--- src/rtl/pp_adder_tree.sv ---
// Pipelined binary adder tree that sums WIDTH partial products into a 2*WIDTH-bit product.
// All stages advance together under a single enable, so a stalled output freezes the whole pipe.
module pp_add_node #(
    parameter int W2 = 8
) (
    input  logic          clk,
    input  logic          rst,
    input  logic          en,
    input  logic [W2-1:0] a,
    input  logic [W2-1:0] b,
    output logic [W2-1:0] sum
);
    always_ff @(posedge clk) begin
        if (rst)     sum <= '0;
        else if (en) sum <= a + b;
    end
endmodule

module pp_adder_tree #(
    parameter int WIDTH  = 4,
    localparam int LEVELS = $clog2(WIDTH),
    localparam int W2     = 2 * WIDTH
) (
    input  logic                clk,
    input  logic                rst,
    input  logic                tree_valid,
    input  logic [WIDTH*W2-1:0] tree_din,
    output logic                tree_ready,
    output logic                product_valid,
    output logic [W2-1:0]       product_dout,
    input  logic                product_ready
);
    // Nodes stored heap-like: level k starts at 2*WIDTH - 2*(WIDTH>>k); root is last.
    logic [W2-1:0]   node [0:2*WIDTH-2];
    logic [LEVELS:0] vld_pipe;
    logic            adv;

    assign adv         = ~vld_pipe[LEVELS] | product_ready;
    assign tree_ready  = adv;
    assign vld_pipe[0] = tree_valid;

    genvar i, k, j;
    generate
        for (i = 0; i < WIDTH; i++) begin : g_pp
            assign node[i] = tree_din[i*W2 +: W2];
        end

        for (k = 1; k <= LEVELS; k++) begin : g_lvl
            localparam int OFF_IN  = 2*WIDTH - 2*(WIDTH >> (k-1));
            localparam int OFF_OUT = 2*WIDTH - 2*(WIDTH >> k);

            for (j = 0; j < (WIDTH >> k); j++) begin : g_node
                pp_add_node #(.W2(W2)) u_node (
                    .clk (clk),
                    .rst (rst),
                    .en  (adv),
                    .a   (node[OFF_IN + 2*j]),
                    .b   (node[OFF_IN + 2*j + 1]),
                    .sum (node[OFF_OUT + j])
                );
            end

            always_ff @(posedge clk) begin
                if (rst)      vld_pipe[k] <= 1'b0;
                else if (adv) vld_pipe[k] <= vld_pipe[k-1];
            end
        end
    endgenerate

    assign product_valid = vld_pipe[LEVELS];
    assign product_dout  = node[2*WIDTH-2];
endmodule

--- config.mk ---
export PLATFORM = sky130hd
export DESIGN_NAME = pp_adder_tree
export DESIGN_NICKNAME = d
export VERILOG_FILES = /design/src/rtl/pp_adder_tree.sv
export SDC_FILE = /design/constraint.sdc
export NUM_CORES = 1
export LEC_CHECK = 0
export CAP_MARGIN = 20
export CORE_MARGIN = 2
export CORE_UTILIZATION = 54
export DETAILED_ROUTE_END_ITERATION = 12
export PLACE_DENSITY = 0.82
export SETUP_SLACK_MARGIN = 0.05
export SYNTH_ARGS = -nofsm -noshare
export SYNTH_HDL_FRONTEND = slang
export SYNTH_SLANG_ARGS = --single-unit
--- constraint.sdc ---
create_clock -name clk -period 2.85 [get_ports clk]
set_clock_uncertainty 0.15 [all_clocks]
set_input_delay 0.4275 -clock clk [delete_from_list [all_inputs] [get_ports clk]]
set_output_delay 0.4275 -clock clk [all_outputs]
set_load 0.005 [all_outputs]
==> flow_summary.ini, run 1 <==
[clocking]
clockBufferDepth = 2
cts_sinks = 26
root_buffer = clkbuf_4
htreeDepth = 1
insertion_delay_ns = 0.35
cts_resized = 0
cts.hold.buffers_added = 0
path_clk_slew_ns = 0.14
cts_buffers = 3
post_cts_buffers = 0
cts_tree = built

[worst_setup_path]
worst_setup_path_start_kind = input port
reg2reg_depth = 7
path_delay_family = buffers and inverters
cp_common_cell = clkdlybuf4s50_1
path_buf_inv = 3
crit_type = input port to primary output
slowest_stage = clkdlybuf4s50_1
reg2reg_slack_ns = 0.87
critPathMaxStageDelay_ns = 0.45
critPathArrivalTime_ns = 1.70
r2r-start = g_lvl[1].g_node[1].u_node.sum[0]
r2r_end = g_lvl[2].g_node[0].u_node.sum[6]
cp.required_ns = 2.27
cp_max_fo = 12
end_kind = primary output
path_cells = clkdlybuf4s50_1, nor2b_4, inv_2, clkdlybuf4s50_1

[yosys]
synth.cell_area_um2 = 1980
ys_seq_area_share_pct = 26.3
ys.flop_type = dfxtp_1
synth_nets = 290
async_reset_ff_share_pct = 0
syn_area_per_cell_um2 = 8.60
ys_seq_elements = 26
ys_warn_count = 0
synth-edff-count = 0
synth_area_leader_cell = dfxtp_1
synth_cell_types = 44
synth.top_cell.area_share_pct = 26.3
synthTopCellsByArea = dfxtp_1 26%, ha_1 13%, a211o_1 3.5%
synthesis.instances = 230

[sta]
fmax_ghz = 0.438
setup_viol = 0
hold_slack_ns = 0.317
finalCritPeriodShare_pct = 80.0
drv_slew = 0
fin_tns_setup_ns = 0
rsz0062_at_grt = false
worst_slew_pin_slew_ns = 0.529
maxSlewHeadroom_pct = 64.5
fin_crit_ns = 2.28
finalHoldViolCount = 0

[floorplanning]
core_um2 = 3420
die_w_um = 64.5
ioPinCount = 46
fp.dieH_um = 64.5
fp.dieArea_um2 = 4160
rows = 21
start_util_pct = 57.9

[finish]
n_fill_cell = 282
drive_gt1_share_pct = 7.69
stdcell_area_um2 = 2520
diodes = 0
area_delta_synth_final_pct = 27.3
nets = 334

[detailed_routing]
drtIter0Drc = 122
drt-pass1-iter-count = 4
drc_errors = 0
vias = 1864
drt-total-wl_mm = 4.38
drtAntennaViolNets = 0
detail_route.vias_per_cell = 5.84
wl_per_cell_um = 13.7

[job]
maxCapViolations = 0

[run_status]
status = finished clean

[worst_hold_path]
hp-start = g_lvl[2].g_node[0].u_node.sum[0]
min_path_type = register to register
holdPathStages = 2
min_to = g_lvl[2].g_node[0].u_node.sum[0]

[grt]
track_usage_pct = 23.0
antenna_found_initial = 0
grt.overflow.total = 0
grt_pass1_wl_mm = 7.68
first_global_vias = 1750
grt_max_degree = 30

[placed_design]
gp_congestion = 0.835
post-dp-hpwl_mm = 3.30
dpl_cell_area_um2 = 2460
io_buffers = 45

[pwr]
power_density_nw_per_um2 = 444
p_total_mw = 1.12
ir_drop_mv = 0.328
p_leak_nw = 1.02
## cell usage in the layout, fill, tap and decap left out, types with 9 or more instances in the layout
cell             netlist  routed
clkdlybuf4s50_1        0      45
dfxtp_1               26      26
ha_1                  21      21
nand2_1               15      15
a21oi_1               14      14
nor2_1                12      12
nand3_1               11      11
o21ai_0               11      11
nor3_1                10      10
inv_1                  9       9
## worst max path at each step
stage,from,to,slack [ns],cells past startpoint
after floorplan,tree_din[17],g_lvl[1].g_node[1].u_node.sum[7],0.96,5
after global placement,tree_din[17],g_lvl[1].g_node[1].u_node.sum[7],0.44,6
after detailed placement,tree_din[16],g_lvl[1].g_node[1].u_node.sum[6],0.41,8
after CTS,product_ready,tree_ready,0.57,4
after global routing,product_ready,tree_ready,0.52,4
final,product_ready,tree_ready,0.57,4
## power breakdown
part           switching (mW)  internal [mW]  leakage [nW]
Clock                   0.125          0.143        0.0279
Sequential             0.0277          0.412         0.216
Combinational           0.191          0.220         0.776
Total                   0.344          0.774          1.02
## routing by layer
layer	vias to the layer above	GRT usage, %	share of wire, %
li1	953	-	-
met4	0	7.45	2.6
met1	840	29.8	47
met3	12	4.34	4.5
met2	59	38.5	46
met5	-	0	0
## state kept, by name, summed over array words and instances (netlist names)
name and flops:
g_lvl.g_node.u_node.sum 24, product_valid 1, vld_pipe 1
## cell type report
class	instances	area (µm²)	share of cell area, %
repair buffers	49	480	19.1
well taps	46	57.6	2.29
flip-flops and latches	26	520	20.7
inverters	11	41.3	1.64
clock buffers	3	22.5	0.895
multi-input cells	183	1370	54.2
clock inverters	1	30.0	1.19
## worst register-to-register path: stages, from the launching register on
cell and delay, ns:
dfxtp_1 0.37, ha_1 0.21, inv_1 0.07, fa_1 0.38, nor2b_1 0.22, o21ai_0 0.16, a211o_1 0.28, o211ai_1 0.09
## through the flow
step           instances  setup slack, ns  utilization (%)
6_report             319            0.569             73.7
2_1_floorplan        230            0.959                -
5_1_grt              319            0.520             73.7
4_1_cts              319            0.569             73.7
3_3_place_gp         315            0.443             72.2
3_5_place_dp         315            0.407             72.2
## synthesized netlist by cell type, types with 2 or more instances
cell / instances
nor2_1: 12
inv_1: 9
a311o_1: 3
and3_1: 4
nor2b_1: 6
nor3b_2: 2
xor2_1: 3
o21ai_0: 11
clkbuf_1: 2
a21o_1: 3
a211oi_1: 5
a211o_1: 8
a2111oi_4: 2
a21oi_1: 14
ha_1: 21
a211o_2: 2
o21a_2: 2
o211ai_1: 7
dfxtp_1: 26
nand2_1: 15
a31oi_1: 3
fa_1: 3
buf_4: 2
nand4b_1: 3
nor4b_1: 3
o31ai_1: 3
nor3_2: 2
o21a_1: 7
nand3_1: 11
buf_2: 5
or3_1: 7
nor3_1: 10
nor4_1: 3
## cells by family after synthesis
logic type,after synthesis,share of synthesized area (%)
AOI/OAI and AO/OA,74,28.0
xor gates and xnor gates,3,1.33
and+or+nand+nor,82,23.3
adders and majority gates,24,16.3
DFF,26,26.3
buffers and inverters,21,4.68
Note: power is estimated with default switching activity, not from simulation.
==> run 2: changes to the inputs <==
- CORE_UTILIZATION: 54 -> 45
- PLACE_DENSITY: 0.82 -> 0.73
- clock period: 2.85 -> 2 ns (I/O delays scaled with it)
==> flow_summary.ini, run 2 (synthesized netlist as in run 1, its figures left out) <==
[run_status]
status = finished clean

[worst_setup_path]
crit_type = input port to register
cp.required_ns = 2.04
end_kind = register
critPathArrivalTime_ns = 1.96
path_delay_family = compound AO/OA/AOI/OAI gates
path_cells = clkdlybuf4s50_1, ha_1, a211oi_2, buf_4, o21bai_1, a31o_1, a211oi_1
slowest_stage = clkdlybuf4s50_1
cp_max_fo = 4
worst_setup_path_start_kind = input port
critPathMaxStageDelay_ns = 0.42
path_buf_inv = 2

[floorplanning]
die_w_um = 70.3
start_util_pct = 46.1
core_um2 = 4290
rows = 24
ioPinCount = 46
fp.dieArea_um2 = 4940
fp.dieH_um = 70.3

[grt]
grtUsageMet3_pct = 1.59
grt_pass1_wl_mm = 8.02
track_usage_pct = 19.3
busiest_layer = met2
first_global_vias = 1934
grt.overflow.total = 0
antenna_found_initial = 0
grt_max_degree = 17
grtUsageMet1_pct = 22.9
use_met2_pct = 37.0

[finish]
instances_no_fill = 353
multiInputGateArea_um2 = 1410
area_delta_synth_final_pct = 41.2
final_common_cell = clkdlybuf4s50_1
final_cell_mix = 39 x clkdlybuf4s50_1, 32 x buf_4, 26 x dfxtp_1, 18 x ha_1, 15 x nand2_1
largest_reg_flops = 24
diodes = 0
seq_area_um2 = 520
drive_gt1_share_pct = 20.6
top_register = g_lvl.g_node.u_node.sum
final_core_util_pct = 65.0
nets = 362
n_fill_cell = 370

[sta]
finalCritPeriodShare_pct = 95.8
worst_slew_pin_slew_ns = 0.330
fin_crit_ns = 1.92
fmax_ghz = 0.522
maxSlewHeadroom_pct = 77.9
drv_slew = 0
finalHoldViolCount = 0
fin_tns_setup_ns = 0
setup_viol = 0
rsz0062_at_grt = true

[clocking]
cts_sinks = 26
cts_buffers = 3
cts_tree = built
path_clk_slew_ns = 0.10
root_buffer = clkbuf_8
htreeDepth = 1
insertion_delay_ns = 0.27
clockBufferDepth = 2

[detailed_routing]
drt-pass1-iter-count = 4
vias = 1988
drtIter0Drc = 103
drc_errors = 0
detail_route.vias_per_cell = 5.63
wl_per_cell_um = 13.5
drtAntennaViolNets = 0
drt-total-wl_mm = 4.75

[pwr]
ir_drop_mv = 0.292
p_leak_nw = 1.20
power_density_nw_per_um2 = 585
p_total_mw = 1.63

[placed_design]
io_buffers = 45
post-dp-hpwl_mm = 3.75
gp_congestion = 0.840
dp.cells = 346

[worst_hold_path]
min_path_type = register to register

[job]
maxCapViolations = 0
[run 2: stage by stage]
step                      area [µm²]  setup WS [ns]  hold WS, ns
after floorplan                 1980          0.224        0.282
after global placement          2660         -0.296        0.290
after detailed placement        2660         -0.331        0.297
after CTS                       2750         0.0427        0.310
after global routing            2790        -0.0176        0.348
final                           2790         0.0849        0.306
[run 2: path summary, 6_finish.rpt]
check / cells after the start / start / slack [ns] / end
hold / removal: 2 / g_lvl[2].g_node[0].u_node.sum[3] / 0.31 / g_lvl[2].g_node[0].u_node.sum[3]
hold reg to reg: 2 / g_lvl[2].g_node[0].u_node.sum[3] / 0.31 / g_lvl[2].g_node[0].u_node.sum[3]
setup / recovery: 7 / tree_din[1] / 0.08 / g_lvl[1].g_node[0].u_node.sum[7]
setup reg to reg: 5 / g_lvl[1].g_node[0].u_node.sum[1] / 0.12 / g_lvl[2].g_node[0].u_node.sum[7]
[run 2: layout make-up]
type                       instances  share of cell area [%]
inverter                          11                    1.48
sequential                        26                    18.6
clock buffer                       4                    1.97
multi-input combinational        183                    50.6
timing repair buffer              77                    25.0
tap                               52                    2.33
[run 2: tightest hold or removal path, stage by stage, from the launching register on]
cell and delay [ns]:
dfxtp_1 0.32, nand2_1 0.05, a21oi_1 0.05
[run 2: repair_timing]
action                                  in CTS  in global routing
pin swaps                                    7                  8
hold buffers                                 0                  0
resized for setup                            9                 14
setup buffers                                3                  0
cloned                                       0                  0
endpoints found under the setup margin       5                 10
[run 2: metal layers]
metal / share of wire, % / vias up
li1: - / 1013
met1: 45 / 939
met2: 52 / 30
met3: 2.1 / 6
met4: 0.93 / 0
met5: 0 / -
[run 2: where the power goes]
group	switching, mW	internal, mW	total [mW]
registers	0.0382	0.586	0.624
clock network	0.169	0.176	0.345
logic	0.295	0.369	0.664
total	0.502	1.13	1.63
